[config.mk]
export PLATFORM = sky130hd
export DESIGN_NAME = branch_resolve
export DESIGN_NICKNAME = d
export VERILOG_FILES = /design/src/rtl/branch_resolve.sv
export SDC_FILE = /design/constraint.sdc
export NUM_CORES = 1
export LEC_CHECK = 0
export CORE_ASPECT_RATIO = 1.75
export CORE_UTILIZATION = 40
export DETAILED_ROUTE_END_ITERATION = 8
export GPL_ROUTABILITY_DRIVEN = 1
export PLACE_DENSITY = 0.61
export SLEW_MARGIN = 40
export SYNTH_ARGS = -nofsm -noshare
export SYNTH_HDL_FRONTEND = slang
export SYNTH_SLANG_ARGS = --single-unit
[constraint.sdc]
create_clock -name clk -period 7.4 [get_ports clk]
set_input_delay 0.74 -clock clk [delete_from_list [all_inputs] [get_ports clk]]
set_output_delay 0.74 -clock clk [all_outputs]
set_load 0.03 [all_outputs]
[src/rtl/branch_resolve.sv]
// Execute-stage branch resolution: evaluates ex0 branches against the fetch prediction,
// raises a one-cycle redirect on mispredict, queues BTB update records and keeps statistics.
module branch_resolve #(
    parameter int unsigned UPD_DEPTH = 4,
    parameter int unsigned CNT_WIDTH = 32
) (
    input  logic                 clk,
    input  logic                 rstn,
    input  logic                 ex_valid,
    input  logic [31:0]          ex_pc,
    input  logic [3:0]           ex_br_op,
    input  logic [31:0]          ex_rj,
    input  logic [31:0]          ex_rd,
    input  logic [31:0]          ex_offs,
    input  logic                 ex_pred_taken,
    input  logic [31:0]          ex_pred_pc,
    output logic                 flush,
    output logic [31:0]          flush_pc,
    output logic                 upd_valid,
    input  logic                 upd_ready,
    output logic [31:0]          upd_pc,
    output logic [31:0]          upd_tpc,
    output logic                 upd_taken,
    output logic                 upd_dir_fail,
    output logic                 upd_add_fail,
    output logic [CNT_WIDTH-1:0] br_cnt,
    output logic [CNT_WIDTH-1:0] miss_cnt,
    output logic [CNT_WIDTH-1:0] drop_cnt
);

    localparam int unsigned PTR_W  = (UPD_DEPTH > 1) ? $clog2(UPD_DEPTH) : 1;
    localparam int unsigned FILL_W = PTR_W + 1;

    localparam logic [3:0] OP_BEQ  = 4'd1;
    localparam logic [3:0] OP_BNE  = 4'd2;
    localparam logic [3:0] OP_BLT  = 4'd3;
    localparam logic [3:0] OP_BGE  = 4'd4;
    localparam logic [3:0] OP_BLTU = 4'd5;
    localparam logic [3:0] OP_BGEU = 4'd6;
    localparam logic [3:0] OP_B    = 4'd7;
    localparam logic [3:0] OP_BL   = 4'd8;
    localparam logic [3:0] OP_JIRL = 4'd9;

    typedef enum logic [0:0] {
        ST_RUN   = 1'b0,
        ST_FLUSH = 1'b1
    } state_t;

    typedef struct packed {
        logic [31:0] pc;
        logic [31:0] tpc;
        logic        taken;
        logic        dir_fail;
        logic        add_fail;
    } upd_rec_t;

    state_t      state_q;
    state_t      state_d;
    logic        flush_d;
    logic [31:0] flush_pc_d;

    logic        is_branch;
    logic        taken;
    logic [31:0] target;
    logic [31:0] next_pc;
    logic        dir_fail;
    logic        add_fail;
    logic        mispredict;
    logic        resolve;

    // Combinational resolution of the instruction sitting in ex0
    always_comb begin
        is_branch = 1'b1;
        taken     = 1'b0;
        unique case (ex_br_op)
            OP_BEQ:  taken = (ex_rj == ex_rd);
            OP_BNE:  taken = (ex_rj != ex_rd);
            OP_BLT:  taken = ($signed(ex_rj) < $signed(ex_rd));
            OP_BGE:  taken = !($signed(ex_rj) < $signed(ex_rd));
            OP_BLTU: taken = (ex_rj < ex_rd);
            OP_BGEU: taken = !(ex_rj < ex_rd);
            OP_B, OP_BL, OP_JIRL: taken = 1'b1;
            default: is_branch = 1'b0;
        endcase
        target     = ((ex_br_op == OP_JIRL) ? ex_rj : ex_pc) + ex_offs;
        next_pc    = taken ? target : (ex_pc + 32'd4);
        dir_fail   = taken ^ ex_pred_taken;
        add_fail   = taken & ex_pred_taken & (target != ex_pred_pc);
        mispredict = dir_fail | add_fail;
        resolve    = ex_valid & is_branch & (state_q == ST_RUN);
    end

    always_ff @(posedge clk or negedge rstn) begin
        if (!rstn) begin
            state_q  <= ST_RUN;
            flush    <= 1'b0;
            flush_pc <= 32'd0;
        end else begin
            state_q  <= state_d;
            flush    <= flush_d;
            flush_pc <= flush_pc_d;
        end
    end

    // The FLUSH cycle holds a wrong-path instruction, so it is never resolved
    always_comb begin
        state_d    = state_q;
        flush_d    = 1'b0;
        flush_pc_d = flush_pc;
        unique case (state_q)
            ST_RUN: begin
                if (resolve && mispredict) begin
                    state_d    = ST_FLUSH;
                    flush_d    = 1'b1;
                    flush_pc_d = next_pc;
                end
            end
            ST_FLUSH: state_d = ST_RUN;
            default:  state_d = ST_RUN;
        endcase
    end

    upd_rec_t              mem [UPD_DEPTH];
    upd_rec_t              new_rec;
    upd_rec_t              head_q;
    upd_rec_t              head_d;
    logic [PTR_W-1:0]      rd_ptr_q;
    logic [PTR_W-1:0]      wr_ptr_q;
    logic [PTR_W-1:0]      rd_ptr_d;
    logic [FILL_W-1:0]     fill_q;
    logic [FILL_W-1:0]     fill_d;
    logic [FILL_W-1:0]     remain;
    logic                  full;
    logic                  pop;
    logic                  push_ok;
    logic                  drop;

    // A pop frees the slot, so a push into a full FIFO still lands when the head leaves
    always_comb begin
        new_rec  = '{pc: ex_pc, tpc: target, taken: taken, dir_fail: dir_fail, add_fail: add_fail};
        full     = (fill_q == FILL_W'(UPD_DEPTH));
        pop      = upd_valid & upd_ready;
        push_ok  = resolve & (~full | pop);
        drop     = resolve & full & ~pop;
        remain   = fill_q - FILL_W'(pop);
        fill_d   = remain + FILL_W'(push_ok);
        rd_ptr_d = rd_ptr_q + PTR_W'(pop);
        head_d   = head_q;
        if (fill_d != '0) begin
            head_d = (remain == '0) ? new_rec : mem[rd_ptr_d];
        end
    end

    always_ff @(posedge clk) begin
        if (push_ok) begin
            mem[wr_ptr_q] <= new_rec;
        end
    end

    always_ff @(posedge clk or negedge rstn) begin
        if (!rstn) begin
            rd_ptr_q  <= '0;
            wr_ptr_q  <= '0;
            fill_q    <= '0;
            head_q    <= '0;
            upd_valid <= 1'b0;
        end else begin
            rd_ptr_q  <= rd_ptr_d;
            wr_ptr_q  <= wr_ptr_q + PTR_W'(push_ok);
            fill_q    <= fill_d;
            head_q    <= head_d;
            upd_valid <= (fill_d != '0);
        end
    end

    assign upd_pc       = head_q.pc;
    assign upd_tpc      = head_q.tpc;
    assign upd_taken    = head_q.taken;
    assign upd_dir_fail = head_q.dir_fail;
    assign upd_add_fail = head_q.add_fail;

    // Saturating statistics counters
    always_ff @(posedge clk or negedge rstn) begin
        if (!rstn) begin
            br_cnt   <= '0;
            miss_cnt <= '0;
            drop_cnt <= '0;
        end else begin
            if (resolve && (br_cnt != '1)) begin
                br_cnt <= br_cnt + CNT_WIDTH'(1);
            end
            if (resolve && mispredict && (miss_cnt != '1)) begin
                miss_cnt <= miss_cnt + CNT_WIDTH'(1);
            end
            if (drop && (drop_cnt != '1)) begin
                drop_cnt <= drop_cnt + CNT_WIDTH'(1);
            end
        end
    end

endmodule

==> results of run 1 <==
-- power groups by stage --
| stage | logic [mW] | registers, mW | clock network, mW |
|---|---|---|---|
| detailed placement | 4.42 | 3.72 | 0 |
| finish | 4.38 | 3.67 | 2.60 |
| global placement | 4.29 | 3.70 | 0 |
| global route | 4.72 | 3.72 | 2.73 |
| CTS | 4.44 | 3.67 | 2.65 |
| floorplan | 2.09 | 4.25 | 0 |
-- layer usage --
layer	global-route usage (%)	wire length, um	share of wire (%)	vias to the layer above
met3	4.661	4250	5.4	156
li1	-	-	-	7754
met2	48.41	40840	52	559
met4	14.37	4682	6.0	10
met1	28.04	28380	36	8438
met5	0	68	0.087	-
-- worst max-delay path, stage by stage --
cell	delay, ns
clkdlybuf4s50_1	0.46
or2_2	0.38
nor2_2	0.46
mux2_2	0.40
ha_1	0.38
and3_1	0.21
a211o_1	0.42
a311oi_1	0.54
xnor2_1	0.36
xor2_1	0.22
or4_1	0.54
nor4_1	0.38
nand4_1	0.30
o21ai_4	0.47
buf_12	0.19
inv_2	0.05
and4_1	0.17
xor2_1	0.15
-- worst paths after layout --
kind,slack [ns],endpoint,depth (start not counted)
worst max register to register,3.45,miss_cnt[1]$_DFFE_PN0P_,12
worst max-delay path,1.02,miss_cnt[30]$_DFFE_PN0P_,18
max in group asynchronous,6.01,upd_add_fail$_DFFE_PN0P_,3
worst min register to register,0.48,upd_pc[25]$_DFFE_PN0P_,2
min in group clk,0.48,upd_pc[25]$_DFFE_PN0P_,2
worst min-delay path,0.04,drop_cnt[9]$_DFFE_PN0P_,1
-- registers in the layout, indices dropped and copies added, names as in the netlist --
register	flops
flush	1
upd_add_fail	1
upd_taken	1
miss_cnt	32
upd_dir_fail	1
mem	268
flush_pc	32
drop_cnt	32
fill_q	3
wr_ptr_q	2
rd_ptr_q	2
upd_pc	32
upd_tpc	32
upd_valid	1
br_cnt	32
-- cells in the final DEF, fill, tap and decap left out, drive strengths merged, types with 32 or more instances in the layout --
cell	n
buf	52
o21ai	132
nor2	100
xor2	79
a21oi	74
and3	36
edfxtp	268
clkbuf	52
nand2	188
dfrtp	204
clkdlybuf4s50	364
inv	91
mux2i	71
mux2	40
nand4	35
xnor2	97
nor3	32
mux4	67
nand3	56
ha	77
-- logic make-up after synthesis --
logic type                 share of synthesized area (%)
buffers and inverters                              3.015
AOI/OAI and AO/OA                                  7.589
adders and majority gates                          4.166
DFF                                                55.71
and+or+nand+nor                                    10.51
xor gates and xnor gates                           7.700
muxes                                              11.31
-- per-stage QoR --
stage	hold WS (ns)	setup WS, ns	cell area, um^2	power (mW)	std cells
floorplan	0.4444	1.610	23610	6.346	1913
global placement	0.4611	0.4710	28370	7.989	3009
detailed placement	0.4696	0.3785	28470	8.140	3013
CTS	0.2668	0.9767	30140	10.76	3096
global route	0.05114	0.5162	30180	11.17	3097
finish	0.03530	1.021	30190	10.64	3098
-- area by class of cell --
type                            instances  area, um^2  area share [%]
Inverter                               88       330.3           1.094
Clock inverter                         31       493.0           1.633
Sequential cell                       472       13150           43.57
Antenna cell                            1       2.502        0.008290
Multi-Input combinational cell       1265        9878           32.73
Timing Repair Buffer                  416        4179           13.84
Clock buffer                           52        1182           3.917
Tap cell                              773       967.2           3.204
==> metrics, run 1 <==
Worst-Margin Slew=0.8620 ns; Chip Width=185.7 um; crit path kind=in -> reg; CP Max Fanout=12; Yosys cell types=71; Hold Path Class=in -> async; total of max-cap violations=0; ANT nets after route=0; Max Clk Rate=156.8 MHz; Crit. End Element=register; Worst Path Required=7.86 ns; minimum clock period=6.379 ns; Synth top area share=34.09%; RSZ-0062 raised after global routing=false; grt total ovfl=0; Syn-to-layout area delta=27.86%; Die H=323.4 um; Initial DRC Count=833; first-pass GRT wire length=114,000 um; final wirelength=78,220 um; nets@finish=2,535; outcome=finished clean; TritonCTS Buffers=45; Initial Util=40.52%; WP data arrival=6.84 ns; final core utilization=51.81%; CTS root buffer=clkbuf_16; synth cell count leaders=edfxtp_1, dfrtp_1, nand2_1, o21ai_0, nor2_1; clk_skew=0.02267 ns; row count=117; number of flops mapped to enable cells by yosys=268; initial antenna violation count=6; Setup TNS=0 ns; gpl congestion=0.9274; filler cell count=5,131; Worst slew margin=42.12%; reg2reg start=miss_cnt[8]$_DFFE_PN0P_; share of layout cells above drive strength 1=11.02%; internal power=6.748 mW; CORE AREA=58,260 um^2; hold buffers post-CTS=0; Detail Placement HPWL=60,020 um; sequential area share after synthesis=55.71%; Critical Path Start Type=primary input; post-CTS sizing=0; Yosys reg bits=472; die area=60,040 um^2; CP Launch Point=ex_br_op[1]; clock power share=24.4%; Net Switching=3.894 mW; IO Count=366; wire per inst=25.25 um; final-report max-slew violation count=0; final setup vio count=0; top cells by area, synth=edfxtp_1, dfrtp_1, mux4_2; clk_lat worst skew=0.59 ns; Num Clock Sinks=472; top-count cell post-synth=edfxtp_1; Final Hold Viols=0; Post-CTS Setup Bufs=0; Vias per Instance=5.461; Port Buffer Count=365; Post-Syn Nets=2,160; combinational cell fraction of total power=41.1%; leakage power=12.01 nW; Vias=16,917; Yosys warning count=0; H-tree depth=2; Avg Cell Area, Syn=12.34 um^2; number of global-route vias before repair=17,681; All-Layer GR Usage=26.30%; leading area contributor after synthesis=edfxtp_1; async set-reset flop share out of synthesis=43.22%; maximum vdd drop=0.2378 mV; Reg power frac=34.4%; largest net degree at the start of global routing=97; Top FF cell, synth=edfxtp_1; Worst-path clk slew=0.07 ns; drt first pass iters=5; Mapped Area=23,610 um^2; Residual DRC=0; Tcrit/Tclk final=86.20%; Post-Syn Instances=1,913; P per Cell Area=352.5 nW/um^2; Clock Path Buffers=3; CTS tree=yes; switch share=36.59%
Note: power is estimated with default switching activity, not from simulation.
==> run 2, diff against run 1 <==
Settings changed: CORE_MARGIN set to 2.
==> metrics, run 2 (same netlist as run 1, synthesis figures left out) <==
Crit. End Element=register; drt first pass iters=5; Clock Path Buffers=3; number of global-route vias before repair=17,903; leakage power=11.91 nW; crit path kind=in -> reg; Hold Path Class=in -> async; initial antenna violation count=5; ANT nets after route=0; RSZ-0062 raised after global routing=false; wire per inst=25.76 um; CP Launch Point=ex_br_op[1]; Die H=325.4 um; Syn-to-layout area delta=26.85%; commonest cells after routing, fill and taps aside=clkdlybuf4s50_1, edfxtp_1, dfrtp_1; grt total ovfl=0; Setup TNS=0 ns; maximum vdd drop=0.2285 mV; post-CTS sizing=0; multi-input logic area=9858 um^2; Max Clk Rate=160.8 MHz; Initial Util=40.52%; outcome=finished clean; switch share=37.26%; reg2reg start=miss_cnt[8]$_DFFE_PN0P_; Worst Reg2Reg Path Length in Cells=12; total of max-cap violations=0; Net Switching=3.856 mW; Seq. cell area=13,150 um^2; Num Clock Sinks=472; first-pass GRT wire length=116,600 um; placed cell area=28,390 um^2; final wirelength=79,880 um; clock power share=23.2%; overall power=10.35 mW; Port Buffer Count=365; Finished Cell Area=29,950 um^2; Worst-path clk slew=0.07 ns; final-report max-slew violation count=0; gpl congestion=0.9384; Detail Placement HPWL=61,740 um; commonest non-fill, non-tap cell in the layout=clkdlybuf4s50_1; RR Endpoint=miss_cnt[1]$_DFFE_PN0P_; CP Max Fanout=23; All-Layer GR Usage=25.93%; Critical Path Start Type=primary input; crit path to=flush_pc[10]$_DFFE_PN0P_; final core utilization=51.40%; die area=61,060 um^2; Vias per Instance=5.474; filler cell count=5,218; P per Cell Area=345.5 nW/um^2; setup slack, reg-to-reg=3.62 ns; minimum clock period=6.220 ns; Tcrit/Tclk final=84.05%; Worst slew margin=36.35%; largest net degree at the start of global routing=83; Post-CTS Setup Bufs=0; Reg power frac=35.3%; Initial DRC Count=823; internal power=6.492 mW; final setup vio count=0; CTS root buffer=clkbuf_16; Worst-Margin Slew=0.9479 ns; IO Count=366; H-tree depth=2; Worst Path Required=7.89 ns; Final Hold Viols=0; Top reg by flops=mem; combinational cell fraction of total power=41.5%; nets@finish=2,532; share of layout cells above drive strength 1=10.60%; max FFs per register=268; CTS tree=yes; row count=117; hold_ws=0.1816 ns; TritonCTS Buffers=44; WP data arrival=6.71 ns; Chip Width=187.7 um; clk_lat worst skew=0.61 ns; hold buffers post-CTS=0; clk_skew=0.04664 ns; Vias=16,976; CORE AREA=58,260 um^2; Residual DRC=0
-- run 2: cell types whose count changed in the layout (fill, tap and decap cells not counted), moves of 3 or more --
| cell | delta |
|---|---|
| buf_12 | -5 |
| buf_4 | +6 |
| buf_6 | -3 |
| bufinv_16 | -7 |
| clkbuf_8 | +4 |
| clkinv_1 | +5 |
| clkinvlp_4 | -4 |
| diode_2 | +6 |
-- run 2: layout make-up --
type	instances	area share, %
Tap cell	773	3.230
Clock buffer	55	4.086
Clock inverter	27	1.032
Sequential cell	472	43.92
Multi-Input combinational cell	1265	32.92
Timing Repair Buffer	414	13.65
Antenna cell	7	0.05849
Inverter	88	1.103
-- run 2: routing by layer --
layer / GRT usage, % / wire (um) / vias to the layer above
met5: 0 / 10 / -
met4: 10.89 / 3461 / 2
met3: 4.596 / 4562 / 131
met2: 49.57 / 43470 / 572
met1: 27.66 / 28380 / 8522
li1: - / - / 7749
-- run 2: metrics by stage --
step / cells / setup WS (ns)
2_1_floorplan: 1913 / 1.610
3_3_place_gp: 3007 / 0.6605
3_5_place_dp: 3012 / 0.5963
4_1_cts: 3094 / 1.249
5_1_grt: 3097 / 0.6787
6_report: 3101 / 1.180
-- run 2: worst min path at each step --
stage | slack [ns] | cells past startpoint | endpoint | startpoint
after global placement | 0.46 | 2 | upd_pc[21]$_DFFE_PN0P_ | upd_pc[21]$_DFFE_PN0P_
final | 0.18 | 1 | drop_cnt[7]$_DFFE_PN0P_ | rstn
after detailed placement | 0.47 | 2 | upd_pc[7]$_DFFE_PN0P_ | upd_pc[7]$_DFFE_PN0P_
after global routing | 0.24 | 1 | drop_cnt[7]$_DFFE_PN0P_ | rstn
after CTS | 0.20 | 1 | upd_pc[7]$_DFFE_PN0P_ | rstn
after floorplan | 0.44 | 0 | br_cnt[0]$_DFFE_PN0P_ | rstn
-- run 2: power by group through the flow --
stage / combinational (mW) / sequential, mW / clock [mW]
floorplan: 2.09 / 4.25 / 0
global placement: 4.28 / 3.69 / 0
detailed placement: 4.35 / 3.71 / 0
CTS: 4.37 / 3.66 / 2.43
global route: 4.62 / 3.71 / 2.52
finish: 4.29 / 3.66 / 2.40
-- run 2: critical path, stage by stage --
cell	delay [ns]
clkdlybuf4s50_1	0.46
or2_2	0.38
nor2_4	0.32
buf_4	0.29
mux2_2	0.36
ha_1	0.37
a21oi_1	0.31
o22ai_1	0.15
a311oi_1	0.54
xnor2_1	0.39
xor2_1	0.23
or4_1	0.55
nor4_1	0.30
nand4_1	0.27
o21ai_4	0.35
buf_4	0.33
buf_4	0.24
o21ai_0	0.11
==> run 3, diff against run 2 <==
Clock period 7.4 ns to 6.2 ns, I/O delays scaled along.
==> metrics, run 3 (same netlist as run 1, synthesis figures left out) <==
outcome=finished clean; total of max-cap violations=0; Tcrit/Tclk final=95.93%; reg2reg start=miss_cnt[9]$_DFFE_PN0P_; clk_skew=0.03075 ns; share of layout cells above drive strength 1=13.57%; die area=61,060 um^2; TritonCTS Buffers=46; placed cell area=29,090 um^2; minimum clock period=5.947 ns; Die H=325.4 um; Worst Hold Endpoint=upd_pc[23]$_DFFE_PN0P_; slack of the critical path=0.2525 ns; CORE AREA=58,260 um^2; hold path start=upd_pc[23]$_DFFE_PN0P_; Worst slew margin=44.65%; WP data arrival=6.43 ns; Worst Reg2Reg Path Length in Cells=12; wire per inst=25.33 um; max FFs per register=268; P per Cell Area=411.7 nW/um^2; clk_lat worst skew=0.62 ns; commonest non-fill, non-tap cell in the layout=clkdlybuf4s50_1; dpl cells=3,089; commonest cells after routing, fill and taps aside=clkdlybuf4s50_1, edfxtp_1, dfrtp_1; Residual DRC=0; Worst path slowest cell=nor4_1; RSZ-0062 raised after global routing=false; CTS root buffer=clkbuf_16; hold_ws=0.4784 ns; final cell count without fillers=3,177; Detail Placement HPWL=62,480 um; Setup TNS=0 ns; CP Max Fanout=24; Post-CTS Setup Bufs=0; setup slack, reg-to-reg=2.40 ns; filler cell count=5,172; Port Buffer Count=365; Syn-to-layout area delta=30.11%; Final Hold Viols=0; ANT nets after route=0; worst path cell trace=clkdlybuf4s50_1 > or2_2 > nor2_4 > buf_4 > mux2_2 > ha_1 > buf_4 > a211oi_1 > o21ai_0 > a21oi_1 > nand2_1 > o21ai_1 > xnor3_1 > nor4_1 > nand4_1 > buf_4 > o41ai_1 > o21ai_1 > mux2_2; leakage power=12.35 nW; final setup vio count=0; IO Count=366; Finished Cell Area=30,720 um^2; Worst Path Required=6.68 ns; Slowest Stage Delay on Critical Path=0.61 ns; CP Buf/Inv Count=4; Worst-Margin Slew=0.8243 ns; drt first pass iters=5; Vias=17,161; grt total ovfl=0; All-Layer GR Usage=26.27%; Max Clk Rate=168.1 MHz; Crit. End Element=register; Num Clock Sinks=472; Setup WS pre-CTS=-0.4038 ns; final wirelength=80,460 um; Hold Path Cell Cnt=2; first-pass GRT wire length=117,700 um; Hold Path Class=reg -> reg; maximum vdd drop=0.2827 mV; gpl congestion=0.9477; RR Endpoint=miss_cnt[1]$_DFFE_PN0P_; critical path's top delay family=compound AO/OA/AOI/OAI gates; row count=117; H-tree depth=2; most used cell, CP=buf_4; Worst-path clk slew=0.06 ns; number of global-route vias before repair=17,960; Chip Width=187.7 um; Critical Path Start Type=primary input; largest net degree at the start of global routing=104; CTS tree=yes; crit path kind=in -> reg; nets@finish=2,612; Vias per Instance=5.402; Initial DRC Count=985; Initial Util=40.52%; Top reg by flops=mem; Clock Path Buffers=3; final-report max-slew violation count=0; initial antenna violation count=7
==> run 3: worst max-delay path by stage <==
stage	startpoint	endpoint	slack, ns	depth (start not counted)
after floorplan	ex_br_op[1]	miss_cnt[1]$_DFFE_PN0P_	0.53	18
after global placement	ex_br_op[1]	upd_add_fail$_DFFE_PN0P_	-0.40	18
after detailed placement	ex_br_op[1]	upd_add_fail$_DFFE_PN0P_	-0.40	18
after CTS	ex_br_op[1]	upd_add_fail$_DFFE_PN0P_	0.24	18
after global routing	ex_br_op[1]	upd_add_fail$_DFFE_PN0P_	0.02	19
final	ex_br_op[1]	upd_add_fail$_DFFE_PN0P_	0.25	19
==> run 3: per-stage QoR <==
step / utilization, % / power (mW)
after floorplan: - / 7.575
after global placement: 49.73 / 9.655
after detailed placement: 49.93 / 9.774
after CTS: 52.71 / 12.79
after global routing: 52.72 / 13.29
final: 52.72 / 12.65
==> run 3: routing by layer <==
layer  GRT usage [%]  vias up  part of all wire (%)
li1                -     7907                     -
met1           27.87     8481                    35
met2           47.82      614                    52
met3           5.276      149                   5.9
met4           15.54       10                   6.7
met5               0        -                  0.10
==> run 3: report_power, final <==
part | internal, mW | leakage [nW] | switching (mW)
registers | 4.04 | 5.02 | 0.334
clock network | 1.71 | 0.779 | 1.29
logic | 2.20 | 6.55 | 3.08
total | 7.95 | 12.4 | 4.70
==> run 3: area by class of cell <==
type                    instances  area [um^2]  area share, %
clock inverters                27        391.6          1.275
repair buffers                492         4768          15.52
diodes                          1        2.502       0.008147
well taps                     773        967.2          3.149
flip-flops and latches        472        13150          42.82
multi-input cells            1265         9884          32.18
inverters                      88        330.3          1.075
clock buffers                  59         1220          3.971
==> run 3: timing repair <==
item,CTS,global route
endpoints found under the hold margin,32,0
setup endpoints to repair,0,5
hold buffers,1,0
gates resized for setup,0,1
==> run 3: tightest hold or removal path, cell delays in order, from the launching register on <==
cell and delay, ns:
dfrtp_1 0.34, nand2_1 0.05, o21ai_0 0.06
